File: src/rtl/mult_block_reader.sv
// Block-read consumer: requests a burst from the multiplier and reduces it to sum, beat count and optional max.
// Define MULT_BLOCK_READER_MAX_EN to build the max tracker; otherwise max_val is tied to 0.
module mult_block_reader #(
    parameter int NUM_WORDS = 64,
    parameter int DATA_W    = 32,
    parameter int ACC_W     = 38,
    parameter int TIMEOUT   = 256
) (
    input  logic                           CLK,
    input  logic                           rst,
    input  logic                           EN_start,
    output logic                           RDY_start,
    output logic                           EN_blockRead,
    input  logic                           VALID_memVal,
    input  logic [DATA_W-1:0]              memVal_data,
    output logic                           VALID_result,
    output logic [ACC_W-1:0]               acc_sum,
    output logic [DATA_W-1:0]              max_val,
    output logic [$clog2(NUM_WORDS):0]     words_rcvd,
    output logic                           ERR_timeout
);

    localparam int WC_W = $clog2(NUM_WORDS) + 1;
    localparam int TO_W = $clog2(TIMEOUT + 1);

    typedef enum logic [1:0] {IDLE, REQ, RECV, DONE} state_t;

    state_t            state, state_nxt;
    logic [TO_W-1:0]   idle_cnt;
    logic              active, beat, last_beat, expired, start_acc;

    always_comb begin
        active    = (state == REQ) || (state == RECV);
        beat      = active && VALID_memVal;
        last_beat = beat && (words_rcvd == WC_W'(NUM_WORDS - 1));
        expired   = active && !VALID_memVal && (idle_cnt == TO_W'(TIMEOUT - 1));
        start_acc = (state == IDLE) && EN_start;
    end

    always_ff @(posedge CLK or posedge rst) begin
        if (rst) state <= IDLE;
        else     state <= state_nxt;
    end

    always_comb begin
        state_nxt = state;
        case (state)
            IDLE: if (EN_start) state_nxt = REQ;
            REQ: begin
                if (last_beat || expired) state_nxt = DONE;
                else if (beat)            state_nxt = RECV;
            end
            RECV: if (last_beat || expired) state_nxt = DONE;
            DONE: state_nxt = IDLE;
            default: state_nxt = IDLE;
        endcase
    end

    // Status outputs decode the state register directly, so no input reaches them combinationally.
    always_comb begin
        RDY_start    = (state == IDLE);
        EN_blockRead = (state == REQ);
        VALID_result = (state == DONE);
    end

    always_ff @(posedge CLK or posedge rst) begin
        if (rst) begin
            acc_sum     <= '0;
            words_rcvd  <= '0;
            ERR_timeout <= 1'b0;
            idle_cnt    <= '0;
        end else if (start_acc) begin
            acc_sum     <= '0;
            words_rcvd  <= '0;
            ERR_timeout <= 1'b0;
            idle_cnt    <= '0;
        end else if (beat) begin
            acc_sum     <= acc_sum + ACC_W'(memVal_data);
            words_rcvd  <= words_rcvd + 1'b1;
            idle_cnt    <= '0;
        end else if (active) begin
            idle_cnt    <= idle_cnt + 1'b1;
            if (expired) ERR_timeout <= 1'b1;
        end
    end

`ifdef MULT_BLOCK_READER_MAX_EN
    always_ff @(posedge CLK or posedge rst) begin
        if (rst)
            max_val <= '0;
        else if (start_acc)
            max_val <= '0;
        else if (beat && (memVal_data > max_val))
            max_val <= memVal_data;
    end
`else
    assign max_val = '0;
`endif

endmodule
File: config.mk
export PLATFORM = sky130hd
export DESIGN_NAME = mult_block_reader
export DESIGN_NICKNAME = d
export VERILOG_FILES = /design/src/rtl/mult_block_reader.sv
export SDC_FILE = /design/constraint.sdc
export NUM_CORES = 1
export LEC_CHECK = 0
export BUFFER_PORTS_ARGS = -buffer_cell sky130_fd_sc_hd__buf_4
export CORE_UTILIZATION = 59
export CTS_CLUSTER_SIZE = 8
export DETAILED_ROUTE_END_ITERATION = 12
export GPL_TIMING_DRIVEN = 0
export PLACE_DENSITY = 0.87
export SLEW_MARGIN = 0
export SYNTH_ARGS = -nofsm -noshare
export SYNTH_HDL_FRONTEND = slang
export SYNTH_SLANG_ARGS = --single-unit
File: constraint.sdc
create_clock -name CLK -period 7 [get_ports CLK]
set_input_delay 1.05 -clock CLK [delete_from_list [all_inputs] [get_ports CLK]]
set_output_delay 1.05 -clock CLK [all_outputs]
set_load 0.02 [all_outputs]
==> impl_metrics.json <==
{
  "ys_seq_area_share_pct": 29.8,
  "setup_viol": 0,
  "dr_wl_met3_um": 915,
  "holdPathStages": 2,
  "p_sw_share_pct": 51.3,
  "dp.cells": 805,
  "cts_tree": "yes",
  "ys_types": 62,
  "antenna_found_initial": 0,
  "crit_path_end_kind": "register",
  "vias_per_cell": 6.08,
  "routed_wl_um": 13600,
  "finalClockSkew_ns": 0.0132,
  "critical_path_arrival_ns": 3.45,
  "hold_viol": 0,
  "max_slew.worst_pin.slew_ns": 0.706,
  "synth-async-reset-ratio_pct": 100,
  "wl_met2_um": 6710,
  "dr.pass1.iters": 6,
  "critPathMaxFanout": 7,
  "gp_congestion": 0.966,
  "syn_avg_cell_area_um2": 8.16,
  "instances_no_fill": 821,
  "min-delay-start": "acc_sum[24]",
  "crit_path_top_delay_cell": "a221oi_4",
  "top_layer_used": "met4",
  "holdBufCountCts": 0,
  "r2r-start": "state[0]",
  "dp_hpwl_um": 10200,
  "netlist_top_cells_count": "76 x nand2_1, 58 x a21oi_1, 57 x dfrtp_1, 48 x nor2_1",
  "synth_top_cell_area_share_pct": 29.8,
  "pre_cts_ws_ns": 3.49,
  "portBuffers": 84,
  "drive_above_1_share_pct": 21.1,
  "switchingPower_w": 0.00128,
  "netlist_top_cells_area": "dfrtp_1 30%, ha_1 10%, a21oi_1 6.1%",
  "clock_path_buffers": 2,
  "path_cells": "buf_4, ha_1, a21o_1, a31o_2, a221oi_4, a2111oi_2, o31a_1, o211ai_1, mux2i_1",
  "crit_required_ns": 7.27,
  "reg2reg_slack_ns": 4.14,
  "criticalPathCategory": "input pin to register",
  "drc": 0,
  "gr-usage-all-layers_pct": 33.0,
  "synth_edf_count": 0,
  "p_clk_share_pct": 13.1,
  "grt_max_degree": 37,
  "clock_latency_ns": 0.35,
  "path_clk_slew_ns": 0.08,
  "finalCritPeriodShare_pct": 45.4,
  "grt_pass1_wl_um": 22300,
  "timing.rr.end": "acc_sum[27]",
  "rsz0062_at_grt": "no",
  "holdPathEnd": "acc_sum[24]",
  "antenna_cells": 0,
  "htreeDepth": 3,
  "synth_area_um2": 4790,
  "p_leak_nw": 2.88,
  "core-area_um2": 7770,
  "area_growth_pct": 22.9,
  "cap_violations": 0,
  "crit_family": "compound AO/OA/AOI/OAI gates",
  "cts_resized": 0,
  "fin_ws_ns": 3.82,
  "synth.most_common_cell": "nand2_1",
  "ant_nets": 0,
  "start_util_pct": 61.6,
  "start_kind": "input pin",
  "comb_power_share_pct": 65.4,
  "fp.dieArea_um2": 8480,
  "cp_slowest_stage_delay_ns": 0.46,
  "ioPinCount": 117,
  "overflow": 0,
  "holdWs_ns": 0.524,
  "wl_per_cell_um": 16.6,
  "fmax_mhz": 315,
  "yosys_warnings": 0,
  "min_path_type": "register to register",
  "syn_inst": 587,
  "post_cts_buffers": 0,
  "p_int_w": 0.00122,
  "status": "completed",
  "synth_flop_cell": "dfrtp_1",
  "cts.sinks": 57,
  "final.setup.tns_ns": 0,
  "num_vias": 4989,
  "numCtsBuffers": 9,
  "reg2reg_depth": 8,
  "drt-met1-wl_um": 5710,
  "cts_root_buffer": "clkbuf_8",
  "irDropWorstVdd_v": 0.000284,
  "maxSlewHeadroom_pct": 52.9,
  "min_period_ns": 3.18,
  "seqPwrFrac_pct": 21.5,
  "die_y_um": 92.1,
  "final-max-slew-violation-count": 0,
  "layout.nets": 790,
  "die_w_um": 92.1,
  "finalPower_w": 0.00250,
  "fp-row-count": 32,
  "drtIter0Drc": 333,
  "power_density_nw_per_um2": 425,
  "yosysTopAreaCell": "dfrtp_1",
  "grt_pass1_vias": 4654,
  "crit_buf_inv": 1,
  "ys_ff_latch": 57
}
cells by family (layout without fill, tap and decap cells):
logic type,after synthesis,count (layout),share of synthesized area (%)
compound gates,190,190,26.6
xor+xnor,23,23,4.21
fa+ha+maj,40,40,10.6
buf+inv,68,169,7.89
flops,57,57,29.8
mux,2,2,0.418
other cells,1,32,0.0783
simple gates,206,206,20.4
how the worst max path moves through the flow:
| stage | startpoint | endpoint | slack (ns) | cells after the start |
|---|---|---|---|---|
| 2_1_floorplan | memVal_data[10] | acc_sum[36] | 3.90 | 8 |
| 3_3_place_gp | memVal_data[10] | acc_sum[36] | 3.54 | 9 |
| 3_5_place_dp | memVal_data[10] | acc_sum[36] | 3.49 | 9 |
| 4_1_cts | memVal_data[10] | acc_sum[36] | 3.85 | 9 |
| 5_1_grt | memVal_data[10] | acc_sum[36] | 3.66 | 9 |
| 6_report | memVal_data[10] | acc_sum[36] | 3.82 | 9 |
cells in the final DEF, fill, tap and decap left out, types with 4 or more instances in the layout:
master    netlist  final
clkbuf_8        0      9
and2_1          6      6
buf_4          32    116
inv_1          14     13
o31ai_1         7      7
a31o_2          5      5
a21o_1         16     16
nor2_1         48     48
nand4_1        11     11
xnor2_1         8      8
o211ai_1        8      8
o21bai_1        4      4
o21ai_0        39     39
clkbuf_1       18     18
xor2_1         15     15
o21a_1          7      7
nand3_1        14     14
or3_1           4      4
ha_1           39     39
a211oi_1       16     16
nand2_1        76     76
dfrtp_1        57     57
nor3_1         17     17
conb_1          1     32
a21oi_1        58     58
and3_1          9      9
per-layer routing:
layer,GRT usage (%),vias up
met5,0,-
met4,10.7,0
met3,5.39,40
met2,56.0,225
met1,42.8,2385
li1,-,2339
registers in the layout (all words and copies together) (netlist names):
signal,cells
idle_cnt,9
state,2
acc_sum,38
ERR_timeout,1
words_rcvd,7
area by class of cell:
cell class | count | area (um2)
Timing Repair Buffer | 85 | 651
Clock inverter | 7 | 78.8
Tap cell | 102 | 128
Clock buffer | 9 | 124
Buffer | 54 | 325
Multi-Input combinational cell | 493 | 3100
Fill cell | 604 | 1880
Sequential cell | 57 | 1430
Inverter | 14 | 52.6
through the flow:
stage / area, um2 / utilization [%]
after floorplan: 4900 / -
after global placement: 5660 / 72.9
after detailed placement: 5680 / 73.1
after CTS: 5880 / 75.8
after global routing: 5880 / 75.8
final: 5880 / 75.8
power groups by stage:
stage	Combinational [W]	Sequential, W	Clock [W]
finish	0.00164	0.000538	0.000327
global route	0.00178	0.000551	0.000341
CTS	0.00160	0.000536	0.000328
detailed placement	0.00159	0.000539	0
global placement	0.00154	0.000534	0
floorplan	0.00104	0.000625	0
tightest hold or removal path: cells and delay by family (launching register included):
family,cells,cell delay [ns]
AO/OA/AOI/OAI,1,0.07
flip-flops,1,0.37
AND/OR/NAND/NOR,1,0.05
Note: power is estimated with default switching activity, not from simulation.
